===== config.mk =====
export PLATFORM = sky130hd
export DESIGN_NAME = nios_core_buffer_reader
export DESIGN_NICKNAME = d
export VERILOG_FILES = /design/src/rtl/nios_core_buffer_reader_pkg.sv /design/src/rtl/nios_core_buffer_reader_fifo.sv /design/src/rtl/nios_core_buffer_reader.sv
export SDC_FILE = /design/constraint.sdc
export NUM_CORES = 1
export LEC_CHECK = 0
export ABC_AREA = 0
export CAP_MARGIN = 30
export CORE_AREA = 4 4 137 139
export CTS_CLUSTER_SIZE = 20
export DETAILED_ROUTE_END_ITERATION = 8
export DIE_AREA = 0 0 141 143
export MAX_ROUTING_LAYER = met4
export PLACE_DENSITY = 0.84
export SLEW_MARGIN = 20
export SYNTH_ARGS = -nofsm -noshare
export SYNTH_HDL_FRONTEND = slang
export SYNTH_HIERARCHICAL = 1
export SYNTH_SLANG_ARGS = --single-unit

===== constraint.sdc =====
create_clock -name clk -period 11.35 [get_ports clk]
set_clock_uncertainty 0.05 [all_clocks]
set_input_delay 1.7025 -clock clk [delete_from_list [all_inputs] [get_ports clk]]
set_output_delay 1.7025 -clock clk [all_outputs]
set_load 0.02 [all_outputs]

===== src/rtl/nios_core_buffer_reader_pkg.sv =====
// nios_core_buffer_reader_pkg: CSR map, control/status bit positions and FSM encoding
package nios_core_buffer_reader_pkg;
  localparam logic [1:0] CSR_START   = 2'd0;
  localparam logic [1:0] CSR_LENGTH  = 2'd1;
  localparam logic [1:0] CSR_CONTROL = 2'd2;
  localparam logic [1:0] CSR_STATUS  = 2'd3;
  localparam int CTRL_GO     = 0;
  localparam int CTRL_LOOP   = 1;
  localparam int CTRL_IRQ_EN = 2;
  localparam int CTRL_STOP   = 3;
  localparam int STAT_BUSY   = 0;
  localparam int STAT_DONE   = 1;
  localparam int STAT_REMAIN = 16;
  typedef enum logic [1:0] {IDLE, RUN, DRAIN, FLUSH} state_t;
endpackage


===== src/rtl/nios_core_buffer_reader_fifo.sv =====
// nios_core_buffer_reader_fifo: show-ahead synchronous FIFO with flush
module nios_core_buffer_reader_fifo #(
  parameter int FIFO_DEPTH = 4,
  parameter int DATA_W     = 32
) (
  input  logic                          clk,
  input  logic                          reset_n,
  input  logic                          push,
  input  logic [DATA_W-1:0]             din,
  input  logic                          pop,
  input  logic                          flush,
  output logic [DATA_W-1:0]             dout,
  output logic [$clog2(FIFO_DEPTH):0]   count
);
  localparam int AW = $clog2(FIFO_DEPTH);
  logic [DATA_W-1:0] mem [FIFO_DEPTH];
  logic [AW-1:0] wr_ptr, rd_ptr;
  logic do_push, do_pop;
  assign do_push = push && !flush;
  assign do_pop = pop && count != '0 && !flush;
  assign dout = count != '0 ? mem[rd_ptr] : '0;
  always_ff @(posedge clk) begin
    if (do_push) mem[wr_ptr] <= din;
  end
  always_ff @(posedge clk or negedge reset_n) begin
    if (!reset_n) begin
      wr_ptr <= '0;
      rd_ptr <= '0;
      count <= '0;
    end else if (flush) begin
      wr_ptr <= '0;
      rd_ptr <= '0;
      count <= '0;
    end else begin
      wr_ptr <= wr_ptr + AW'(do_push);
      rd_ptr <= rd_ptr + AW'(do_pop);
      count <= count + (AW+1)'(do_push) - (AW+1)'(do_pop);
    end
  end
endmodule


===== src/rtl/nios_core_buffer_reader.sv =====
// nios_core_buffer_reader: CSR-programmed Avalon-MM buffer reader streaming words to an Avalon-ST source
module nios_core_buffer_reader
  import nios_core_buffer_reader_pkg::*;
#(
  parameter int ADDR_W       = 10,
  parameter int DATA_W       = 32,
  parameter int READ_LATENCY = 1,
  parameter int FIFO_DEPTH   = 4
) (
  input  logic                clk,
  input  logic                reset_n,
  input  logic [1:0]          csr_address,
  input  logic                csr_write,
  input  logic [31:0]         csr_writedata,
  input  logic                csr_read,
  output logic [31:0]         csr_readdata,
  output logic [ADDR_W-1:0]   m_address,
  output logic                m_chipselect,
  output logic                m_write,
  output logic [DATA_W/8-1:0] m_byteenable,
  input  logic [DATA_W-1:0]   m_readdata,
  output logic [DATA_W-1:0]   src_data,
  output logic                src_valid,
  input  logic                src_ready,
  output logic                irq
);
  localparam int CW = $clog2(FIFO_DEPTH);
  state_t state, state_n;
  logic [ADDR_W-1:0] start_reg, start_w, addr;
  logic [ADDR_W:0] length_reg, len_w, remaining;
  logic loop_en, irq_en, done;
  logic [READ_LATENCY-1:0] pipe;
  logic [CW:0] outstanding, count;
  logic ctrl_wr, go_hit, stop_hit, credit, issue, last, drained, done_set, done_clr;
  logic [31:0] status_word, control_word, rd_mux;
  logic csr_unused;
  assign csr_unused = &{1'b0, csr_writedata};
  assign ctrl_wr = csr_write && csr_address == CSR_CONTROL;
  assign go_hit = ctrl_wr && csr_writedata[CTRL_GO] && state == IDLE;
  assign stop_hit = ctrl_wr && csr_writedata[CTRL_STOP] && (state == RUN || state == DRAIN);
  assign credit = ({1'b0, outstanding} + {1'b0, count}) < (CW+2)'(FIFO_DEPTH);
  assign issue = state == RUN && credit && !stop_hit;
  assign last = issue && remaining == (ADDR_W+1)'(1);
  assign drained = outstanding == '0 && count == '0;
  assign done_set = (go_hit && length_reg == '0) || (state == DRAIN && !stop_hit && drained);
  assign done_clr = csr_write && csr_address == CSR_STATUS && csr_writedata[STAT_DONE];
  assign status_word = (32'(remaining) << STAT_REMAIN) | (32'(done) << STAT_DONE) | (32'(state != IDLE) << STAT_BUSY);
  assign control_word = (32'(loop_en) << CTRL_LOOP) | (32'(irq_en) << CTRL_IRQ_EN);
  assign rd_mux = csr_address == CSR_START ? 32'(start_reg) :
                  csr_address == CSR_LENGTH ? 32'(length_reg) :
                  csr_address == CSR_CONTROL ? control_word : status_word;
  assign m_address = addr;
  assign m_chipselect = issue;
  assign m_write = 1'b0;
  assign m_byteenable = '1;
  assign src_valid = count != '0;
  assign irq = done && irq_en;
  always_comb begin
    state_n = state;
    case (state)
      IDLE:    state_n = go_hit && length_reg != '0 ? RUN : IDLE;
      RUN:     state_n = stop_hit ? FLUSH : (last && !loop_en) ? DRAIN : RUN;
      DRAIN:   state_n = stop_hit ? FLUSH : drained ? IDLE : DRAIN;
      FLUSH:   state_n = outstanding == '0 ? IDLE : FLUSH;
      default: state_n = IDLE;
    endcase
  end
  always_ff @(posedge clk or negedge reset_n) begin
    if (!reset_n) begin
      state <= IDLE;
      start_reg <= '0;
      length_reg <= '0;
      start_w <= '0;
      len_w <= '0;
      addr <= '0;
      remaining <= '0;
      loop_en <= 1'b0;
      irq_en <= 1'b0;
      done <= 1'b0;
      pipe <= '0;
      outstanding <= '0;
      csr_readdata <= '0;
    end else begin
      state <= state_n;
      pipe <= READ_LATENCY'({pipe, issue});
      outstanding <= outstanding + (CW+1)'(issue) - (CW+1)'(pipe[READ_LATENCY-1]);
      done <= done_set || (done && !done_clr);
      if (csr_write && csr_address == CSR_START) start_reg <= csr_writedata[ADDR_W-1:0];
      if (csr_write && csr_address == CSR_LENGTH) length_reg <= csr_writedata[ADDR_W:0];
      if (ctrl_wr) begin
        loop_en <= csr_writedata[CTRL_LOOP];
        irq_en <= csr_writedata[CTRL_IRQ_EN];
      end
      if (go_hit) begin
        start_w <= start_reg;
        len_w <= length_reg;
        addr <= start_reg;
        remaining <= length_reg;
      end else if (issue) begin
        addr <= (last && loop_en) ? start_w : addr + ADDR_W'(1);
        remaining <= (last && loop_en) ? len_w : remaining - (ADDR_W+1)'(1);
      end
      if (csr_read) csr_readdata <= rd_mux;
    end
  end
  nios_core_buffer_reader_fifo #(
    .FIFO_DEPTH(FIFO_DEPTH),
    .DATA_W(DATA_W)
  ) u_fifo (
    .clk(clk),
    .reset_n(reset_n),
    .push(pipe[READ_LATENCY-1]),
    .din(m_readdata),
    .pop(src_valid && src_ready),
    .flush(state == FLUSH || stop_hit),
    .dout(src_data),
    .count(count)
  );
endmodule


; Word-level counts from Yosys, hierarchy flattened
; Memory sizes are Yosys's and may differ from the RTL's.
; Cells that the tools add are included.
; Widths: inputs -> output; s select.
[word_totals]
out_inout_bits = 82
mem_count = 1
wordCells = 101
mem_bits_rw = 128
register_bits = 111
[op_classes]
bitwise = 3
muxes = 22
magnitude_cmp = 1
addsub = 9
n_reduce_logical = 42
n_eq_ne = 7
[memory_table]
columns = memory, depth, width, rd, rd_clocked_by_memory_dff, wr, line_no
row1 = u_fifo.mem, 4, 32, 1, 0, 1, nios_core_buffer_reader_fifo.sv:16  ; logic [DATA_W-1:0] mem [FIFO_DEPTH];
[op_table]
columns = operator, n
row1 = $mux 27, 3
row2 = $mux 11, 3
row3 = $mux 32, 1
row4 = $mux 10, 3
row5 = $or 27x1->27, 1
row6 = $or 27x2->27, 1
row7 = $logic_and 1x1->1, 25
row8 = $mux 2, 7
row9 = $eq 11x1->1 const B, 1
row10 = $logic_not 11->1, 1
row11 = $reduce_bool 11->1, 1
row12 = $sub 11x1->11 const B, 1
row13 = $add 10x1->10 const B, 1
row14 = $eq 2x2->1 const B, 4
row15 = $pmux 2 s4, 1
row16 = $add 3x1->3, 2
row17 = $logic_not 3->1, 2
row18 = $sub 3x1->3, 2
row19 = $add 2x1->2, 2
row20 = $add 3x3->4, 1
row21 = $eq 2x1->1 const B, 2
row22 = $logic_not 1->1, 4
row23 = $logic_not 2->1, 2
row24 = $logic_or 1x1->1, 4
row25 = other kinds (6), 9

; Logic depth before layout (Yosys ltp)
; Gate-level depths: netlist of the first run.
[logic_depth]
ltp_word = 11
ltp_mapped = 14
mapped_depth_nobuf = 13

; Hierarchy
; The synthesis of the first run kept the hierarchy.
[by_module_without_submodules]
columns = module, instances, cells_per_inst, seq_area_each_um2, area_per_inst_um2
row1 = nios_core_buffer_reader_fifo, 1, 235, 4018.9, 5251.3
row2 = nios_core_buffer_reader, 1, 481, 2352.3, 4827.1

; Worst setup path before layout of the first run
; Ideal clock, no wire load.
[synth_path]
kind = input-to-reg
startpoint = input port csr_address[0]
endpoint = memory u_fifo.mem[2][0], enable pin
setup_ps = 468
path_buffers = 2
cell_stages = 8
arrival_ps = 5169
slack_ps = 5663
cell_sequence = buf_2 -> and3b_1 -> buf_2 -> nand3_1 -> nand2b_1 -> nor2b_1 -> inv_1 -> nor3b_1
[synth_via]
elab_chain_len = 9
[synth_lines]
columns = element, line_no
row1 = start: declaration, nios_core_buffer_reader.sv:12  ; input logic [1:0] csr_address,
row2 = $eq 2x2->1, nios_core_buffer_reader.sv:38  ; assign ctrl_wr = csr_write && csr_address == CSR_CONTROL;
row3 = $logic_and 1x1->1, nios_core_buffer_reader.sv:38
row4 = $logic_and 1x1->1 (2 in series), nios_core_buffer_reader.sv:40  ; assign stop_hit = ctrl_wr && csr_writedata[CTRL_STOP] && (state == RUN || state == DRAIN);
row5 = $logic_or 1x1->1, nios_core_buffer_reader.sv:115  ; .flush(state == FLUSH || stop_hit),
row6 = $logic_not 1->1, nios_core_buffer_reader_fifo.sv:19  ; assign do_push = push && !flush;
row7 = $logic_and 1x1->1, nios_core_buffer_reader_fifo.sv:19
row8 = $mux 1, nios_core_buffer_reader_fifo.sv:23  ; if (do_push) mem[wr_ptr] <= din;
row9 = $mux 1 (not written as such), nios_core_buffer_reader_fifo.sv:23
row10 = end: declaration, nios_core_buffer_reader_fifo.sv:16
; No other way between the ends.

; Worst setup path after layout of the first run
[layout_path]
startpoint = input port csr_address[0]
endpoint = output port m_chipselect
[layout_via]
elab_chain_len = 6
[layout_lines]
columns = element, line_no
row1 = $eq 2x2->1, nios_core_buffer_reader.sv:38
row2 = $logic_and 1x1->1, nios_core_buffer_reader.sv:38
row3 = $logic_and 1x1->1 (2 in series), nios_core_buffer_reader.sv:40
row4 = $logic_not 1->1, nios_core_buffer_reader.sv:42  ; assign issue = state == RUN && credit && !stop_hit;
row5 = $logic_and 1x1->1, nios_core_buffer_reader.sv:42
row6 = end: declaration, nios_core_buffer_reader.sv:18  ; output logic m_chipselect,
; No other way between the ends.

==> results.cfg, run 1 <==
[status]
status = finished clean

[critical_path]
cp.required_ns = 9.60
worst-path-max-fanout = 19
critical_path_class = primary input to output port
worstSetupStartpointType = primary input
worstPathArrival_ns = 4.35
startpoint = csr_address[0]
crit_chain = clkdlybuf4s50_1 > nand3b_1 > o211a_1 > clkdlybuf4s50_1
cp_top_family = buffers and inverters
r2r-end = remaining[1]$_DFFE_PN0P_
path_common_cell = clkdlybuf4s50_1
critical_path.slowest_cell = clkdlybuf4s50_1
r2r_start = outstanding[2]$_DFF_PN0_
critPathMaxStageDelay_ns = 1.07
critical_path_buf_inv_count = 2
ff2ff_setup_slack_ns = 8.18
r2r_cells = 6
cp-end-kind = output port

[placement]
placed_cells = 1034
io_buffers = 116
dpl.hpwl_mm = 13.7
gp_congestion = 0.883

[finish]
final_cells = 1080
drive_above_1_share = 0.135
finalNetCount = 921
max_flop_register = u_fifo/mem
area_growth_pct = 20.5
reg.largest.list = u_fifo/mem: 128 flops, csr_readdata: 22 flops
largest_register_ffs = 128
antennaDiodeCount = 0

[route]
wirelength_mm = 21.9
ant_nets = 0
drtIter0Drc = 473
routedWlPerCell_microns = 20.3
dr_total_vias = 6242
vias_per_cell = 5.78
first_pass_iters = 5
drc = 0

[grt]
grt.overflow.total = 0
grt_pass1_vias = 6466
antenna_found_initial = 0
grt_usage = 0.228
grt_max_degree = 67
grt_pass1_wl_mm = 35.0

[sta]
setup-violations-final = 0
slew_headroom = 0.381
fin_setup_tns_ns = 0
fin_crit_sh = 0.537
final_max_slew_viol_count = 0
rsz0062_at_grt = false
finalCriticalPeriod_ns = 6.10
tightestPinTransition_ns = 0.926
max_freq_ghz = 0.164
final_hold_viol_count = 0
holdWs_ns = 0.427

[floorplanning]
core_area_sq_mm = 0.0177
row_count = 49
initial_core_util = 0.571
die_h_microns = 143
die_w_microns = 141
die_area_sq_mm = 0.0202
top_level_ports = 153

[clock_tree]
cts-hold-fix-buffers = 0
tritoncts = yes
clockRootBuffer = clkbuf_16
ctsLongestPathBuffers = 3
cts.sinks = 229
cts.reportedPaths.clkPinSlew_ns = 0.06
cts_setup_buffers = 0
ctsResizeCount = 0
htreeDepth = 1
cts_buffers = 24
clock_latency_ns = 0.50

[pwr]
cellPowerDensity_mw_per_mm2 = 168
ir_worst_vdd_v = 0.000131
power_leakage_nw = 4.78

[synth]
synth_cell_types = 54
synth-edff-count = 128
synthFlopType = edfxtp_1
seq_area_frac_synth = 0.632
yosysTopAreaCellShare = 0.381
syn_area_per_cell_sq_um = 14.1
yosysWarnings = 6
synthCells = 716
synth_commonest_cells = edfxtp_1, dfrtp_1, nand2_1, inv_1, and2_1
synth.area.top_cells = edfxtp_1, dfrtp_1, mux4_2, nand2_1, mux2_2
synth_area_leader_cell = edfxtp_1
syn_area_sq_mm = 0.0101
synth_seq_cells = 229
yosysMostFrequentCell = edfxtp_1
synth-async-reset-ratio = 0.441

[min_path]
min-delay-start = start_w[1]$_DFFE_PN0P_
min_path_type = register to register
min_to = start_w[1]$_DFFE_PN0P_
hold_depth = 2

[flow_run]
maxCapViolations = 0
## how the worst max path moves through the flow
stage | endpoint | cells after the start | slack [ns]
6_report | m_chipselect | 4 | 5.25
5_1_grt | m_chipselect | 4 | 5.19
4_1_cts | m_chipselect | 4 | 5.31
3_5_place_dp | m_chipselect | 4 | 5.34
3_3_place_gp | m_chipselect | 4 | 5.36
2_1_floorplan | u_fifo/mem[2][0]$_DFFE_PP_ | 8 | 5.66
## area by class of cell
type                       count  area [sq um]
inverter                      36           135
clock inverter                17           149
sequential                   229          6370
multi-input combinational    413          3270
clock buffer                  27           633
fill                        1200          5510
timing repair buffer         129          1290
tap                          229           287
## cell families (layout without fill, tap and decap cells)
kind of cell | count (synthesis) | count (layout) | share of synthesized area
other cells | 2 | 15 | 0.000745
flops | 229 | 229 | 0.632
simple gates | 202 | 202 | 0.103
compound gates | 76 | 76 | 0.0461
mux | 83 | 83 | 0.127
fa+ha+maj | 17 | 17 | 0.0226
buf+inv | 87 | 209 | 0.0494
xor+xnor | 20 | 20 | 0.0187
## power by group
group / internal [mW] / switching (mW) / leakage [nW]
Combinational: 0.126 / 0.128 / 1.97
Sequential: 0.943 / 0.0793 / 2.43
Clock: 0.449 / 0.316 / 0.383
Total: 1.52 / 0.524 / 4.78
## cell usage in the layout (no fill, tap or decap), types with 3 or more instances in the layout
| cell | count |
|---|---|
| edfxtp_1 | 128 |
| clkdlybuf4s50_1 | 115 |
| dfrtp_1 | 99 |
| nand2_1 | 89 |
| inv_1 | 36 |
| and2_1 | 34 |
| mux4_2 | 31 |
| mux2i_1 | 26 |
| clkbuf_16 | 25 |
| mux2_2 | 24 |
| o21ai_0 | 23 |
| nand3_1 | 19 |
| nor2_1 | 18 |
| a22oi_1 | 18 |
| ha_1 | 15 |
| conb_1 | 15 |
| xnor2_1 | 13 |
| o21ai_1 | 11 |
| buf_4 | 10 |
| o22ai_1 | 9 |
| a21oi_1 | 7 |
| xor2_1 | 6 |
| nor2b_1 | 6 |
| clkinv_1 | 6 |
| clkinv_2 | 5 |
| nor4_1 | 4 |
| nand3b_1 | 3 |
| nor3_1 | 3 |
| nand4_1 | 3 |
| and3_1 | 3 |
| or3_1 | 3 |
## tightest hold or removal path, cell delays in order, from the launching register on
cell     delay [ns]
dfrtp_1        0.34
nand2_1        0.05
nand2_1        0.06
## per-layer routing
layer | share of wire | routed length, microns | track usage
met1 | 0.40 | 8770 | 0.301
met3 | 0.065 | 1420 | 0.0322
met5 | 0 | 0 | -
met2 | 0.51 | 11100 | 0.370
met4 | 0.028 | 607 | 0.0765
## through the flow
step,setup slack (ns),utilization,power [mW],area (sq um)
3_3_place_gp,5.36,0.640,1.27,11300
2_1_floorplan,5.66,-,1.17,10100
6_report,5.25,0.688,2.04,12100
3_5_place_dp,5.34,0.642,1.29,11300
4_1_cts,5.31,0.686,2.05,12100
5_1_grt,5.19,0.688,2.13,12100
Note: power is estimated with default switching activity, not from simulation.
==> inputs of run 2 (changes only) <==
--- a/config.mk
+++ b/config.mk
@@ -7,12 +7,12 @@
 export LEC_CHECK = 0
 export ABC_AREA = 0
 export CAP_MARGIN = 30
-export CORE_AREA = 4 4 137 139
+export CORE_AREA = 4 4 142 144
 export CTS_CLUSTER_SIZE = 20
 export DETAILED_ROUTE_END_ITERATION = 8
-export DIE_AREA = 0 0 141 143
+export DIE_AREA = 0 0 146 148
 export MAX_ROUTING_LAYER = met4
-export PLACE_DENSITY = 0.84
+export PLACE_DENSITY = 0.79
 export SLEW_MARGIN = 20
 export SYNTH_ARGS = -nofsm -noshare
 export SYNTH_HDL_FRONTEND = slang
==> constraint.sdc (replaced) <==
create_clock -name clk -period 5.72 [get_ports clk]
set_clock_uncertainty 0.05 [all_clocks]
set_input_delay 0.858 -clock clk [delete_from_list [all_inputs] [get_ports clk]]
set_output_delay 0.858 -clock clk [all_outputs]
set_load 0.02 [all_outputs]
==> run 2 against run 1 <==
Compared with the run above:
- sequential power increased by 98%
- utilization decreased by 4.3 points
- non-clock buffer count unchanged
- final cell count increased by 0.19%
- count of clock-buffer cells in the layout decreased by 3
- die area increased by 7.2%
- wire length decreased by 5.5%
- clock power increased by 86%
- highest routed layer unchanged
- critical path type unchanged
- largest power group unchanged
- setup slack got worse by 3.5 ns
==> results.cfg, run 2 (synthesis gave the netlist of run 1 again) <==
[status]
status = finished clean

[clock_tree]
cts.sinks = 229
tritoncts = yes
cts_buffers = 23
ctsResizeCount = 0
htreeDepth = 1
cts-hold-fix-buffers = 0
clock_latency_ns = 0.50
ctsLongestPathBuffers = 3
cts_setup_buffers = 0
cts.reportedPaths.clkPinSlew_ns = 0.06
clockRootBuffer = clkbuf_16

[sta]
fin_crit_sh = 0.699
rsz0062_at_grt = false
fin_setup_tns_ns = 0
max_freq_ghz = 0.250
final_max_slew_viol_count = 0
finalCriticalPeriod_ns = 4.00
slew_headroom = 0.430
setup-violations-final = 0
layout_setup_ws_ns = 1.72
final_hold_viol_count = 0
tightestPinTransition_ns = 0.856

[finish]
drive_above_1_share = 0.130
final_area_sq_mm = 0.0121
largest_register_ffs = 128
finalNetCount = 920
postLayoutCoreUtil = 0.645
fillCellCount = 1365
max_flop_register = u_fifo/mem
final_common_cell = edfxtp_1
reg.largest.list = u_fifo/mem: 128 flops, csr_readdata: 22 flops
area_growth_pct = 19.7
antennaDiodeCount = 0
final_cell_mix = edfxtp_1, clkdlybuf4s50_1, dfrtp_1, nand2_1, inv_1

[route]
wirelength_mm = 20.7
dr_total_vias = 6070
drc = 0
ant_nets = 0
routedWlPerCell_microns = 19.1
first_pass_iters = 5
vias_per_cell = 5.61
drtIter0Drc = 389

[grt]
grt_max_degree = 55
antenna_found_initial = 0
grt_pass1_vias = 6169
grt_pass1_wl_mm = 32.9
grt.overflow.total = 0
grt_usage = 0.195

[critical_path]
cp-end-kind = output port
critical_path_class = primary input to output port
cp.required_ns = 4.81
worst-path-max-fanout = 19
worstPathArrival_ns = 3.09
worstSetupStartpointType = primary input

[pwr]
power_leakage_nw = 4.74
p_total_mw = 3.94
ir_worst_vdd_v = 0.000268
cellPowerDensity_mw_per_mm2 = 327

[floorplanning]
die_area_sq_mm = 0.0216
die_w_microns = 146
initial_core_util = 0.539
core_area_sq_mm = 0.0187
die_h_microns = 148
row_count = 50
top_level_ports = 153

[placement]
io_buffers = 116
dp_slack_ns = 1.65
dpl.hpwl_mm = 13.3
gp_congestion = 0.818
dpl_cell_area_sq_mm = 0.0113

[min_path]
min_path_type = primary input to asynchronous set/reset pin

[flow_run]
maxCapViolations = 0
==> run 2: cell types whose count changed in the layout (fill, tap and decap cells not counted), moves of 2 or more <==
| cell | previous run | this run |
|---|---|---|
| inv_6 | 0 | 2 |
| clkinv_2 | 5 | 1 |
| clkinv_1 | 6 | 9 |
| clkbuf_16 | 25 | 23 |
==> run 2: layout make-up <==
| class | count | area (sq um) | area share |
|---|---|---|---|
| clock buffer | 24 | 579 | 0.0480 |
| clock inverter | 17 | 138 | 0.0114 |
| inverter | 36 | 135 | 0.0112 |
| multi-input combinational | 413 | 3270 | 0.271 |
| sequential | 229 | 6370 | 0.528 |
| tap | 234 | 293 | 0.0243 |
| timing repair buffer | 129 | 1270 | 0.105 |
==> run 2: worst paths after layout <==
check | start | endpoint | slack [ns] | cells past startpoint
min in group clk | len_w[10]$_DFFE_PN0P_ | len_w[10]$_DFFE_PN0P_ | 0.42 | 2
hold / removal | reset_n | csr_readdata[0]$_DFFE_PN0P_ | 0.32 | 1
hold reg to reg | len_w[10]$_DFFE_PN0P_ | len_w[10]$_DFFE_PN0P_ | 0.42 | 2
setup reg to reg | u_fifo/count[2]$_DFF_PN0_ | remaining[1]$_DFFE_PN0P_ | 2.72 | 6
max in group asynchronous | reset_n | start_reg[0]$_DFFE_PN0P_ | 4.19 | 2
setup / recovery | csr_address[0] | m_chipselect | 1.72 | 5
==> run 2: where the power goes <==
group	total [mW]	switching [mW]	internal, mW
sequential	2.02	0.152	1.87
combinational	0.497	0.248	0.249
clock	1.42	0.596	0.825
==> run 2: layer usage <==
layer	routed length, microns	GRT usage
met1	8970	0.266
met2	10100	0.313
met3	1250	0.0282
met4	452	0.0541
met5	0	-
==> run 2: through the flow <==
stage               hold slack (ns)  cells
finish                        0.320   1082
global placement              0.408   1038
detailed placement            0.414   1039
CTS                           0.333   1080
floorplan                     0.395    729
global route                  0.366   1082
==> run 2: worst max-delay path: stages <==
cell and delay [ns]:
clkdlybuf4s50_1 0.45, buf_4 0.26, nand3b_1 0.16, o211a_1 0.60, clkdlybuf4s50_1 0.75
==> inputs of run 3 (changes only) <==
==> constraint.sdc (replaced) <==
create_clock -name clk -period 4 [get_ports clk]
set_clock_uncertainty 0.05 [all_clocks]
set_input_delay 0.6 -clock clk [delete_from_list [all_inputs] [get_ports clk]]
set_output_delay 0.6 -clock clk [all_outputs]
set_load 0.02 [all_outputs]
==> run 3 against run 2 <==
Compared with the run above:
- power grew 53%
- final cell count rose by 0.92%
- critical path depth fell by 1
- utilization increased by 1.2 points
- non-clock buffer count grew 7
- clock power is 70% higher
- combinational power is 44% higher
- setup slack got worse by 1.2 ns
- wire length rose by 5.0%
- critical path type is now register to output port
- critical endpoint unchanged
- largest cell class unchanged
- largest power group unchanged
- highest routed layer unchanged
==> results.cfg, run 3 (synthesis gave the netlist of run 1 again) <==
[finish]
final_cell_mix = edfxtp_1, clkdlybuf4s50_1, dfrtp_1, nand2_1, inv_1
final_cells = 1092
max_flop_register = u_fifo/mem
largest_register_ffs = 128
seq_area_sq_mm = 0.00637
multi_input_area_sq_mm = 0.00329
postLayoutCoreUtil = 0.657
fillCellCount = 1314
finalNetCount = 928
final_common_cell = edfxtp_1
area_growth_pct = 22.0
reg.largest.list = u_fifo/mem: 128 flops, csr_readdata: 22 flops
drive_above_1_share = 0.146
antennaDiodeCount = 0

[clock_tree]
ctsResizeCount = 0
htreeDepth = 1
cts_buffers = 24
ctsLongestPathBuffers = 3
cts.reportedPaths.clkPinSlew_ns = 0.06
tritoncts = yes
clockRootBuffer = clkbuf_16
clock_latency_ns = 0.51
cts_setup_buffers = 0
cts.sinks = 229

[critical_path]
cp.required_ns = 3.35
worstPathArrival_ns = 2.81
critical_path_class = register to output port
r2r_cells = 13
cp-end-kind = output port
worstSetupStartpointType = register
ff2ff_setup_slack_ns = 0.95
worst-path-max-fanout = 11

[pwr]
p_sw_mw = 1.48
pwr-share-comb = 0.119
pwr-share-seq = 0.481
p_int_mw = 4.54
p_total_mw = 6.02
clock_power_share = 0.401
swShare = 0.246
power_leakage_nw = 4.85
ir_worst_vdd_v = 0.000375
cellPowerDensity_mw_per_mm2 = 490

[route]
dr_total_vias = 6089
vias_per_cell = 5.58
routedWlPerCell_microns = 19.9
wirelength_mm = 21.7
ant_nets = 0
drc = 0
first_pass_iters = 4
drtIter0Drc = 419

[status]
status = finished clean

[floorplanning]
die_w_microns = 146
row_count = 50
core_area_sq_mm = 0.0187
die_area_sq_mm = 0.0216
die_h_microns = 148
initial_core_util = 0.539
top_level_ports = 153

[grt]
antenna_found_initial = 0
grt_usage = 0.208
grt_pass1_wl_mm = 35.2
grt_max_degree = 47
grt.overflow.total = 0
grt_pass1_vias = 6337

[flow_run]
maxCapViolations = 0

[sta]
fin_crit_sh = 0.866
fin_setup_tns_ns = 0
final_max_slew_viol_count = 0
rsz0062_at_grt = false
slew_headroom = 0.575
holdWs_ns = 0.428
final_hold_viol_count = 0
setup-violations-final = 0
tightestPinTransition_ns = 0.636
max_freq_ghz = 0.289
finalCriticalPeriod_ns = 3.46

[placement]
gp_congestion = 0.824
dpl.hpwl_mm = 13.8
placed_cells = 1046
io_buffers = 116

[min_path]
hold_depth = 2
min_path_type = register to register
==> run 3: cell count changes in the layout (fill, tap and decap cells not counted), sizes merged <==
cell,previous run,this run
clkbuf,24,31
buf,14,20
dlygate4sd3,0,1
inv,38,36
bufinv,2,5
clkinv,11,6
==> run 3: cell type report <==
| cell class | count | area share |
|---|---|---|
| Sequential cell | 229 | 0.518 |
| Multi-Input combinational cell | 413 | 0.268 |
| Timing Repair Buffer | 136 | 0.108 |
| Clock buffer | 31 | 0.0543 |
| Tap cell | 234 | 0.0238 |
| Clock inverter | 13 | 0.0171 |
| Inverter | 36 | 0.0110 |
==> run 3: worst paths after layout <==
| check | startpoint | to |
|---|---|---|
| worst min register to register | len_w[1]$_DFFE_PN0P_ | len_w[1]$_DFFE_PN0P_ |
| worst max-delay path | outstanding[2]$_DFF_PN0_ | m_chipselect |
| min in group asynchronous | reset_n | csr_readdata[1]$_DFFE_PN0P_ |
| worst max register to register | state[0]$_DFF_PN0_ | u_fifo/count[2]$_DFF_PN0_ |
| max in group asynchronous | reset_n | len_w[7]$_DFFE_PN0P_ |
| worst min-delay path | len_w[1]$_DFFE_PN0P_ | len_w[1]$_DFFE_PN0P_ |
==> run 3: timing repair <==
action / CTS / global route
hold buffers: 1 / 0
setup endpoints to repair: 0 / 0
endpoints found under the hold margin: 26 / 0
==> run 3: power groups by stage <==
stage / Combinational [mW] / Sequential [mW] / Clock, mW
floorplan: 0.404 / 2.93 / 0
global placement: 0.694 / 2.93 / 0
detailed placement: 0.713 / 2.93 / 0
CTS: 0.721 / 2.89 / 2.46
global route: 0.795 / 2.92 / 2.57
finish: 0.715 / 2.89 / 2.41
==> run 3: critical path, stage by stage, from the launching register on <==
cell	delay, ns
dfrtp_1	0.42
ha_1	0.30
nor4b_1	0.37
o211a_1	0.52
clkdlybuf4s50_1	0.70
==> run 3: per-layer routing <==
| metal | share of wire | vias to the layer above | global-route usage |
|---|---|---|---|
| met3 | 0.060 | 36 | 0.0285 |
| met4 | 0.025 | 0 | 0.0536 |
| met2 | 0.49 | 236 | 0.329 |
| met5 | 0 | - | - |
| met1 | 0.43 | 3002 | 0.290 |
| li1 | - | 2815 | - |
==> run 3: metrics by stage <==
stage / area [sq um] / worst slack (ns)
finish: 12300 / 0.535
global route: 12300 / 0.351
CTS: 12300 / 0.487
detailed placement: 11400 / 0.352
global placement: 11400 / 0.387
floorplan: 10100 / 0.521
